[config.mk]
export PLATFORM = sky130hd
export DESIGN_NAME = pcs_10g_frame_gen
export DESIGN_NICKNAME = d
export VERILOG_FILES = /design/src/rtl/pcs_10g_frame_gen.sv
export SDC_FILE = /design/constraint.sdc
export NUM_CORES = 1
export LEC_CHECK = 0
export BUFFER_PORTS_ARGS = -buffer_cell sky130_fd_sc_hd__buf_2
export CAP_MARGIN = 20
export CORE_ASPECT_RATIO = 1.75
export CORE_MARGIN = 2
export CORE_UTILIZATION = 55
export CTS_CLUSTER_SIZE = 14
export DETAILED_ROUTE_END_ITERATION = 8
export GPL_ROUTABILITY_DRIVEN = 1
export MAX_ROUTING_LAYER = met4
export PLACE_DENSITY = 0.83
export SLEW_MARGIN = 15
export SYNTH_ARGS = -nofsm -noshare
export SYNTH_HDL_FRONTEND = slang
export SYNTH_SLANG_ARGS = --single-unit
[constraint.sdc]
create_clock -name clk -period 3.2 [get_ports clk]
set_input_delay 0.48 -clock clk [delete_from_list [all_inputs] [get_ports clk]]
set_output_delay 0.48 -clock clk [all_outputs]
set_load 0.005 [all_outputs]
[src/rtl/pcs_10g_frame_gen.sv]
// Test-frame generator feeding pcs_tx: emits idle / start / data / term blocks with a
// counting payload pattern, one registered block per consumed (ready_i=1) cycle.
module pcs_10g_frame_gen #(
    parameter int DATA_W      = 64,
    parameter int KEEP_W      = DATA_W / 8,
    parameter int LANE0_CNT_N = 2
) (
    input  logic                   clk,
    input  logic                   nreset,
    input  logic                   en_i,
    input  logic [10:0]            len_i,
    input  logic [3:0]             ipg_i,
    input  logic                   err_inj_i,
    input  logic                   ready_i,
    output logic                   ctrl_v_o,
    output logic                   idle_v_o,
    output logic [LANE0_CNT_N-1:0] start_v_o,
    output logic                   term_v_o,
    output logic                   err_v_o,
    output logic [DATA_W-1:0]      data_o,
    output logic [KEEP_W-1:0]      keep_o,
    output logic [15:0]            frame_cnt_o
);

    localparam logic [2:0] IDLE_S  = 3'd0;
    localparam logic [2:0] START_S = 3'd1;
    localparam logic [2:0] DATA_S  = 3'd2;
    localparam logic [2:0] TERM_S  = 3'd3;
    localparam logic [2:0] IPG_S   = 3'd4;

    logic [2:0]             state_q, state_d;
    logic [10:0]            rem_q, rem_d;
    logic [7:0]             pat_q, pat_d;
    logic [3:0]             ipg_cfg_q, ipg_cfg_d;
    logic [3:0]             ipg_cnt_q, ipg_cnt_d;
    logic [15:0]            frame_cnt_q, frame_cnt_d;
    logic                   err_pend_q, err_pend_d;
    logic                   ctrl_v_q, ctrl_v_d;
    logic                   idle_v_q, idle_v_d;
    logic [LANE0_CNT_N-1:0] start_v_q, start_v_d;
    logic                   term_v_q, term_v_d;
    logic                   err_v_q, err_v_d;
    logic [DATA_W-1:0]      data_q, data_d;
    logic [KEEP_W-1:0]      keep_q, keep_d;

    always_comb begin
        state_d     = state_q;
        rem_d       = rem_q;
        pat_d       = pat_q;
        ipg_cfg_d   = ipg_cfg_q;
        ipg_cnt_d   = ipg_cnt_q;
        frame_cnt_d = frame_cnt_q;
        // A pulse is remembered even across stalls so it is never lost.
        err_pend_d  = err_pend_q | err_inj_i;
        ctrl_v_d    = ctrl_v_q;
        idle_v_d    = idle_v_q;
        start_v_d   = start_v_q;
        term_v_d    = term_v_q;
        err_v_d     = err_v_q;
        data_d      = data_q;
        keep_d      = keep_q;

        if (ready_i) begin
            case (state_q)
                IDLE_S:  state_d = en_i ? START_S : IDLE_S;
                START_S: state_d = DATA_S;
                DATA_S:  state_d = (rem_q < 11'(KEEP_W)) ? TERM_S : DATA_S;
                TERM_S: begin
                    state_d     = IPG_S;
                    frame_cnt_d = frame_cnt_q + 16'd1;
                    ipg_cnt_d   = (ipg_cfg_q == 4'd0) ? 4'd0 : ipg_cfg_q - 4'd1;
                end
                IPG_S: begin
                    if (ipg_cnt_q != 4'd0) begin
                        ipg_cnt_d = ipg_cnt_q - 4'd1;
                    end else begin
                        state_d = en_i ? START_S : IDLE_S;
                    end
                end
                default: state_d = IDLE_S;
            endcase

            ctrl_v_d  = 1'b1;
            idle_v_d  = 1'b0;
            start_v_d = '0;
            term_v_d  = 1'b0;
            err_v_d   = 1'b0;
            keep_d    = '0;
            data_d    = '0;

            // rem_q counts payload bytes still to be sent after the presented block.
            case (state_d)
                START_S: begin
                    start_v_d[0] = 1'b1;
                    keep_d       = '1;
                    keep_d[0]    = 1'b0;
                    for (int i = 1; i < KEEP_W - 1; i++) begin
                        data_d[i*8 +: 8] = 8'h55;
                    end
                    data_d[DATA_W-8 +: 8] = 8'hD5;
                    rem_d     = len_i;
                    ipg_cfg_d = ipg_i;
                    pat_d     = frame_cnt_q[7:0];
                end
                DATA_S: begin
                    ctrl_v_d = 1'b0;
                    keep_d   = '1;
                    for (int i = 0; i < KEEP_W; i++) begin
                        data_d[i*8 +: 8] = pat_q + 8'(i);
                    end
                    rem_d      = rem_q - 11'(KEEP_W);
                    pat_d      = pat_q + 8'(KEEP_W);
                    err_v_d    = err_pend_d;
                    err_pend_d = 1'b0;
                end
                TERM_S: begin
                    term_v_d = 1'b1;
                    for (int i = 0; i < KEEP_W; i++) begin
                        if (11'(i) < rem_q) begin
                            keep_d[i]        = 1'b1;
                            data_d[i*8 +: 8] = pat_q + 8'(i);
                        end
                    end
                end
                default: idle_v_d = 1'b1;
            endcase
        end
    end

    always_ff @(posedge clk or negedge nreset) begin
        if (!nreset) begin
            state_q     <= IDLE_S;
            rem_q       <= '0;
            pat_q       <= '0;
            ipg_cfg_q   <= '0;
            ipg_cnt_q   <= '0;
            frame_cnt_q <= '0;
            err_pend_q  <= 1'b0;
            ctrl_v_q    <= 1'b1;
            idle_v_q    <= 1'b1;
            start_v_q   <= '0;
            term_v_q    <= 1'b0;
            err_v_q     <= 1'b0;
            data_q      <= '0;
            keep_q      <= '0;
        end else begin
            state_q     <= state_d;
            rem_q       <= rem_d;
            pat_q       <= pat_d;
            ipg_cfg_q   <= ipg_cfg_d;
            ipg_cnt_q   <= ipg_cnt_d;
            frame_cnt_q <= frame_cnt_d;
            err_pend_q  <= err_pend_d;
            ctrl_v_q    <= ctrl_v_d;
            idle_v_q    <= idle_v_d;
            start_v_q   <= start_v_d;
            term_v_q    <= term_v_d;
            err_v_q     <= err_v_d;
            data_q      <= data_d;
            keep_q      <= keep_d;
        end
    end

    assign ctrl_v_o    = ctrl_v_q;
    assign idle_v_o    = idle_v_q;
    assign start_v_o   = start_v_q;
    assign term_v_o    = term_v_q;
    assign err_v_o     = err_v_q;
    assign data_o      = data_q;
    assign keep_o      = keep_q;
    assign frame_cnt_o = frame_cnt_q;

endmodule

==> flow_metrics.py, run 1 <==
metrics = {
    "sta": {
        "final-hold-violation-count": 0,
        "number_of_pins_with_negative_max_slew_slack_in_the_final_report": 0,
        "fmax_mhz": 389,
        "worst-slew-pin-transition_ns": 0.737,
        "setup-violations-final": 0,
        "post-route-period-util": 0.804,
        "clock-skew-final_ns": 0.00596,
        "relSlewSlack": 0.505,
        "hold_ws_ns": 0.0389,
        "grt_setup_unrepaired": "no",
        "tns_ns": 0,
        "period_minus_slack_ns": 2.57,
    },
    "logic_synthesis": {
        "synthesis.nets": 627,
        "synth.cell_area_sq_um": 6130,
        "number_of_distinct_library_cell_variants_in_the_gate_level_netlist_after_synthesis": 67,
        "syn-mean-instance-area_sq_um": 10.3,
        "async_flop_share": 1.00,
        "synth-edff-count": 0,
        "count_of_state_elements_after_synthesis": 124,
        "synth_sequential_area_ratio": 0.506,
        "synthCells": 594,
        "synth_warn": 0,
        "postSynth.topFlopCell": "sky130_fd_sc_hd__dfrtp_1",
    },
    "drt": {
        "vias": 5137,
        "avgViaCountPerCell": 6.09,
        "detailedRoute.firstIterationViolations": 535,
        "route.final.wire_length_mm": 16.7,
        "first_pass_iteration_count_of_the_detailed_router": 5,
        "wl_per_cell_um": 19.7,
        "remaining_drc_errors": 0,
        "drtAntennaViolNets": 0,
    },
    "pwr": {
        "fin_total_pwr_uw": 7540,
        "vdd_drop_max_uv": 534,
        "pwr_density_cell_nw_per_um2": 1020,
        "p_leak_uw": 0.00346,
    },
    "clocking": {
        "tritoncts_sink_count": 124,
        "hold_buffers": 0,
        "post-cts-setup-buffer-count": 0,
        "cts_root_buffer": "sky130_fd_sc_hd__clkbuf_16",
        "cts_h_tree_depth": 4,
        "clk_transition_reported_paths_ns": 0.05,
        "numCtsBuffers": 17,
        "cts_resized": 0,
        "cts.path.max_buffers": 2,
        "cts_tree": "built",
        "clock_latency_ns": 0.42,
    },
    "layout": {
        "fillCellCount": 853,
        "final_core_utilization": 0.672,
        "num_antenna_cells": 0,
        "fraction_of_final_layout_cells_sized_beyond_drive_strength_1": 0.247,
        "sequential_standard_cell_area_sq_um": 3110,
        "final_net_count": 733,
        "syn2layout_area_growth_pct": 20.3,
        "design_area_sq_um": 7380,
        "area_of_the_multi_input_gates_sq_um": 2770,
    },
    "global_routing": {
        "globalRouteOverflowTotal": 0,
        "first_pass_grt_wire_length_mm": 26.7,
        "gr-usage-all-layers": 0.292,
        "grt_pass1_vias": 5176,
        "grt_start_max_net_pins": 70,
        "antenna_violations_before_repair": 0,
    },
    "job": {
        "drv.max_cap_violation_count": 0,
    },
    "setup_path": {
        "crit_path_max_fanout": 8,
        "worst_ep_arrival_time_ns": 2.85,
        "critical_path.endpoint_type": "flip-flop",
        "r2r_setup_slack_ns": 0.63,
        "worstSetupStartpointType": "flip-flop",
        "critPathRequiredTime_ns": 3.47,
        "crit_type": "reg -> reg",
    },
    "worst_hold_path": {
        "timing.hold.worst.class": "in -> async",
    },
    "floorplanning": {
        "rows": 51,
        "core_sq_um": 11000,
        "floorplan.die_area_sq_um": 12000,
        "floorplan.initialDensity": 0.559,
        "ioPinCount": 114,
        "vertical_die_dimension_um": 144,
        "floorplan.die.width_um": 83.8,
    },
    "place": {
        "placement.cell_area_sq_um": 6800,
        "dp.final_hpwl_mm": 11.7,
        "buffer_ports.inserted": 112,
        "place.gp.congestion": 0.918,
    },
    "run_status": {
        "run_status": "completed",
    },
}
critical path: stages (launching register included):
cell and delay [ns]:
sky130_fd_sc_hd__dfrtp_1 0.39, sky130_fd_sc_hd__inv_1 0.10, sky130_fd_sc_hd__ha_1 0.21, sky130_fd_sc_hd__or3b_4 0.45, sky130_fd_sc_hd__a21boi_2 0.40, sky130_fd_sc_hd__o21ai_2 0.14, sky130_fd_sc_hd__o21ai_0 0.57, sky130_fd_sc_hd__o2bb2ai_1 0.17
synth_stat cells (all sizes together) (2+ instances only):
cell       n  area share
o21a       2      0.0024
nand4      5      0.0051
a21o       4      0.0049
nand3     19       0.018
buf       17       0.017
inv       19       0.012
mux2i      3      0.0049
nor2      50       0.031
o22a       6      0.0086
o21ai     28       0.023
and3       4      0.0041
a21oi     44       0.037
a31oi      5      0.0051
clkbuf    23       0.014
a41oi      2      0.0029
o2bb2ai   40       0.057
nor3b      3      0.0037
nor3      13       0.013
dfstp      2      0.0086
nand2     49       0.030
nor4b      2      0.0053
nor2b      5      0.0051
xor2      12       0.017
mux2       3      0.0055
ha        13       0.027
o31ai      6      0.0073
a21boi     2      0.0031
a22o      13       0.019
o22ai      7      0.0071
a22oi      3      0.0037
a211oi     5      0.0061
a221o      2      0.0033
xnor2     40       0.057
dfrtp    122        0.50
nor4       4      0.0075
layout by cell type, fill, tap and decap left out, types with 3 or more instances in the layout:
cell,n
sky130_fd_sc_hd__a21oi_1,43
sky130_fd_sc_hd__nor2b_1,5
sky130_fd_sc_hd__o22a_1,6
sky130_fd_sc_hd__a211oi_1,4
sky130_fd_sc_hd__inv_1,18
sky130_fd_sc_hd__nand3_1,18
sky130_fd_sc_hd__a22oi_1,3
sky130_fd_sc_hd__buf_2,111
sky130_fd_sc_hd__ha_1,13
sky130_fd_sc_hd__nand4_1,5
sky130_fd_sc_hd__o21ai_0,26
sky130_fd_sc_hd__a21o_1,4
sky130_fd_sc_hd__xnor2_1,40
sky130_fd_sc_hd__clkbuf_8,4
sky130_fd_sc_hd__nor2_1,49
sky130_fd_sc_hd__and3_1,4
sky130_fd_sc_hd__clkbuf_1,4
sky130_fd_sc_hd__a22o_1,13
sky130_fd_sc_hd__o31ai_1,6
sky130_fd_sc_hd__clkbuf_16,17
sky130_fd_sc_hd__nor3b_1,3
sky130_fd_sc_hd__mux2i_1,3
sky130_fd_sc_hd__dfrtp_1,122
sky130_fd_sc_hd__a31oi_1,5
sky130_fd_sc_hd__mux2_2,3
sky130_fd_sc_hd__o22ai_1,7
sky130_fd_sc_hd__xor2_1,12
sky130_fd_sc_hd__nand2_1,49
sky130_fd_sc_hd__o2bb2ai_1,40
sky130_fd_sc_hd__nor3_1,11
sky130_fd_sc_hd__buf_4,15
report_power, final:
group	switching (uW)	leakage [uW]	internal, uW
sequential	703	0.00160	2170
clock	661	0.000279	1220
combinational	1570	0.00158	1210
cell families (layout without fill, tap and decap cells):
logic type | after synthesis | after routing | share of synthesized area
and+or+nand+nor | 160 | 160 | 0.131
other | 1 | 1 | 0.000611
muxes | 6 | 6 | 0.0104
AOI/OAI and AO/OA | 178 | 178 | 0.207
DFF | 124 | 124 | 0.506
buffers and inverters | 60 | 178 | 0.0437
adders and majority gates | 13 | 13 | 0.0265
xor gates and xnor gates | 52 | 52 | 0.0743
layout make-up:
cell class / count / area share
Clock inverter: 6 / 0.0115
Multi-Input combinational cell: 410 / 0.375
Sequential cell: 124 / 0.421
Inverter: 20 / 0.0102
Tap cell: 132 / 0.0224
Clock buffer: 25 / 0.0671
Timing Repair Buffer: 127 / 0.0933
stage by stage:
stage               cells  setup slack [ns]
finish                844             0.627
global route          844             0.476
CTS                   844             0.658
detailed placement    813             0.654
global placement      813             0.817
floorplan             594             0.976
state kept, by name (all words and copies together), names as in the netlist, 3 cells and up:
name         cells
data_o          64
ipg_cfg_q        4
ipg_cnt_q        4
frame_cnt_o     16
rem_q           11
pat_q            8
keep_o           8
state_q          3
path summary, 6_finish.rpt:
| kind | endpoint | depth (start not counted) | startpoint |
|---|---|---|---|
| hold reg to reg | frame_cnt_o[15] | 1 | frame_cnt_o[15] |
| hold / removal | keep_o[2] | 1 | nreset |
| min in group clk | ipg_cfg_q[0] | 3 | ipg_i[0] |
| max in group asynchronous | ctrl_v_o | 2 | nreset |
| setup reg to reg | data_o[17] | 7 | ipg_cnt_q[0] |
| setup / recovery | data_o[17] | 7 | ipg_cnt_q[0] |
per-layer routing:
layer | track usage | wire length [um] | up-vias
li1 | - | - | 2340
met1 | 0.329 | 6250 | 2541
met2 | 0.504 | 8950 | 205
met3 | 0.0592 | 866 | 51
met4 | 0.127 | 584 | 0
met5 | - | 0 | -
Power figures use the tool's default switching activity.
==> run 2, diff against run 1 <==
--- a/config.mk
+++ b/config.mk
@@ -9,12 +9,12 @@
 export CAP_MARGIN = 20
 export CORE_ASPECT_RATIO = 1.75
 export CORE_MARGIN = 2
-export CORE_UTILIZATION = 55
+export CORE_UTILIZATION = 50
 export CTS_CLUSTER_SIZE = 14
 export DETAILED_ROUTE_END_ITERATION = 8
 export GPL_ROUTABILITY_DRIVEN = 1
 export MAX_ROUTING_LAYER = met4
-export PLACE_DENSITY = 0.83
+export PLACE_DENSITY = 0.8
 export SLEW_MARGIN = 15
 export SYNTH_ARGS = -nofsm -noshare
 export SYNTH_HDL_FRONTEND = slang
==> constraint.sdc (replaced) <==
create_clock -name clk -period 2.1 [get_ports clk]
set_input_delay 0.315 -clock clk [delete_from_list [all_inputs] [get_ports clk]]
set_output_delay 0.315 -clock clk [all_outputs]
set_load 0.005 [all_outputs]
==> run 2 against run 1 <==
Net effect:
- the run now ends with setup timing left
- fmax grew 14%
- via count grew 9.5%
- sequential power grew 46%
- clock skew grew 0.0046 ns
- final cell count grew 13%
- die area grew 9.6%
- global-route usage grew 1.1 points
- sequential cell count is the same
- sequential share of layout area shrank 5.2 points
- core utilization grew 2.9 points
- critical path type unchanged
- largest cell class is now multi-input gates
- largest power group is now combinational logic
==> flow_metrics.py, run 2 (synthesis results as in run 1) <==
metrics = {
    "layout": {
        "final_net_count": 806,
        "final_core_utilization": 0.701,
        "most_common_library_cell_in_the_layout_ignoring_fill_and_taps": "sky130_fd_sc_hd__dfrtp_1",
        "design_area_sq_um": 8420,
        "syn2layout_area_growth_pct": 37.2,
        "num_antenna_cells": 0,
        "largest_register_ff_count": 64,
        "fraction_of_final_layout_cells_sized_beyond_drive_strength_1": 0.393,
        "final_cell_mix": "sky130_fd_sc_hd__dfrtp_1 (121), sky130_fd_sc_hd__buf_2 (111), sky130_fd_sc_hd__buf_4 (66)",
        "layoutNonFillerInstCount": 951,
    },
    "sta": {
        "number_of_pins_with_negative_max_slew_slack_in_the_final_report": 0,
        "grt_setup_unrepaired": "yes",
        "fmax_mhz": 443,
        "final-hold-violation-count": 0,
        "period_minus_slack_ns": 2.26,
        "worst-slew-pin-transition_ns": 0.802,
        "relSlewSlack": 0.466,
        "setup-violations-final": 69,
        "fin_ws_ns": -0.160,
        "post-route-period-util": 1.08,
        "clock-skew-final_ns": 0.0105,
    },
    "clocking": {
        "cts.path.max_buffers": 2,
        "clock_latency_ns": 0.42,
        "cts_h_tree_depth": 4,
        "cts_tree": "built",
        "clk_transition_reported_paths_ns": 0.06,
        "tritoncts_sink_count": 124,
        "cts_root_buffer": "sky130_fd_sc_hd__clkbuf_16",
        "numCtsBuffers": 17,
    },
    "global_routing": {
        "gr-usage-all-layers": 0.304,
        "first_pass_grt_wire_length_mm": 29.7,
        "grt_pass1_vias": 5847,
        "grt_start_max_net_pins": 70,
        "antenna_violations_before_repair": 0,
        "globalRouteOverflowTotal": 0,
    },
    "setup_path": {
        "critPathRequiredTime_ns": 2.42,
        "worstSetupStartpointType": "flip-flop",
        "peak_per_stage_delay_on_the_critical_path_ns": 0.39,
        "critical_path.endpoint_type": "flip-flop",
        "worst_path_max_delay_cell": "sky130_fd_sc_hd__dfrtp_1",
        "crit_family": "compound AO/OA/AOI/OAI gates",
        "cp.buffers_inverters": 3,
        "crit_path_max_fanout": 4,
        "worst_ep_arrival_time_ns": 2.58,
        "crit_type": "reg -> reg",
        "crit_path_cell_trace": "inv_2, ha_4, or3b_4, a21bo_4, a221oi_4, buf_4, buf_8, a21oi_4, o32ai_2",
    },
    "run_status": {
        "failed_checks": "setup timing",
        "run_status": "complete, but fails checks",
    },
    "pwr": {
        "fin_total_pwr_uw": 12900,
        "vdd_drop_max_uv": 921,
        "pwr_density_cell_nw_per_um2": 1530,
        "p_leak_uw": 0.00391,
    },
    "floorplanning": {
        "floorplan.die_area_sq_um": 13200,
        "core_sq_um": 12000,
        "ioPinCount": 114,
        "floorplan.die.width_um": 87.7,
        "rows": 53,
        "vertical_die_dimension_um": 151,
        "floorplan.initialDensity": 0.511,
    },
    "place": {
        "dp.final_hpwl_mm": 13.2,
        "buffer_ports.inserted": 112,
        "dpl.cell_count": 903,
        "place.gp.congestion": 0.969,
        "placement.cell_area_sq_um": 7320,
    },
    "drt": {
        "first_pass_iteration_count_of_the_detailed_router": 5,
        "remaining_drc_errors": 0,
        "vias": 5626,
        "detailedRoute.firstIterationViolations": 474,
        "avgViaCountPerCell": 5.92,
        "drtAntennaViolNets": 0,
        "wl_per_cell_um": 20.0,
        "route.final.wire_length_mm": 19.1,
    },
    "job": {
        "drv.max_cap_violation_count": 0,
    },
    "worst_hold_path": {
        "timing.hold.worst.class": "in -> reg",
    },
}
-- run 2: changes by cell type in the layout (fill, tap and decap cells not counted), moves of 5 or more --
| cell | change |
|---|---|
| sky130_fd_sc_hd__o2bb2ai_2 | +11 |
| sky130_fd_sc_hd__o2bb2ai_1 | -11 |
| sky130_fd_sc_hd__a21oi_4 | +5 |
| sky130_fd_sc_hd__buf_6 | +14 |
| sky130_fd_sc_hd__o21ai_1 | +10 |
| sky130_fd_sc_hd__a21oi_1 | -19 |
| sky130_fd_sc_hd__o21ai_0 | -14 |
| sky130_fd_sc_hd__o22ai_1 | -5 |
| sky130_fd_sc_hd__buf_4 | +51 |
| sky130_fd_sc_hd__a21oi_2 | +14 |
-- run 2: where the power goes --
group / total (uW) / internal, uW / switching, uW
sequential: 4200 / 3320 / 881
clock: 2700 / 1530 / 1180
combinational: 5970 / 2760 / 3200
total: 12900 / 7610 / 5260
-- run 2: what timing repair did --
item | CTS | global route
setup endpoints to repair | 81 | 90
endpoints found under the hold margin | 37 | 0
resized for setup | 61 | 45
hold buffers | 1 | 0
buffers inserted | 11 | 2
pin swaps | 30 | 21
gates cloned | 3 | 0
-- run 2: metal layers --
layer  share of wire  vias to the layer above  track usage  wire length (um)
met3           0.061                       84       0.0636              1160
li1                -                     2495            -                 -
met4           0.050                        0        0.172               950
met2            0.53                      303        0.500             10200
met1            0.36                     2744        0.337              6790
met5               0                        -            -                 0
-- run 2: final cells by class --
cell class              instances  area [sq um]
clock buffers                  18           429
flip-flops and latches        124          3110
repair buffers                199          1350
clock inverters                14           111
fillers                       819          3590
well taps                     165           206
inverters                      20          75.1
multi-input cells             411          3140
-- run 2: stage by stage --
| stage | setup TNS [ns] | setup WS (ns) | hold slack (ns) |
|---|---|---|---|
| floorplan | -0.351 | -0.0444 | 0.0194 |
| global placement | -3.10 | -0.142 | 0.354 |
| detailed placement | -6.80 | -0.192 | 0.367 |
| CTS | -3.62 | -0.129 | 0.0894 |
| global route | -11.47 | -0.237 | 0.108 |
| finish | -5.20 | -0.160 | 0.0942 |
-- run 2: worst paths after layout --
kind / from / endpoint / slack (ns) / depth (start not counted)
setup reg to reg: ipg_cnt_q[0] / data_o[48] / -0.16 / 9
min in group asynchronous: nreset / ipg_cfg_q[1] / 0.44 / 2
max in group asynchronous: nreset / rem_q[7] / 0.90 / 3
hold / removal: ipg_i[2] / ipg_cfg_q[2] / 0.09 / 3
setup / recovery: ipg_cnt_q[0] / data_o[48] / -0.16 / 9
hold reg to reg: frame_cnt_o[15] / frame_cnt_o[15] / 0.47 / 1
-- run 2: worst register-to-register path, cell delays in order, from the launching register on --
cell and delay (ns):
sky130_fd_sc_hd__dfrtp_1 0.39, sky130_fd_sc_hd__inv_2 0.08, sky130_fd_sc_hd__ha_4 0.12, sky130_fd_sc_hd__or3b_4 0.39
sky130_fd_sc_hd__a21bo_4 0.24, sky130_fd_sc_hd__a221oi_4 0.34, sky130_fd_sc_hd__buf_4 0.18, sky130_fd_sc_hd__buf_8 0.12
sky130_fd_sc_hd__a21oi_4 0.05, sky130_fd_sc_hd__o32ai_2 0.25
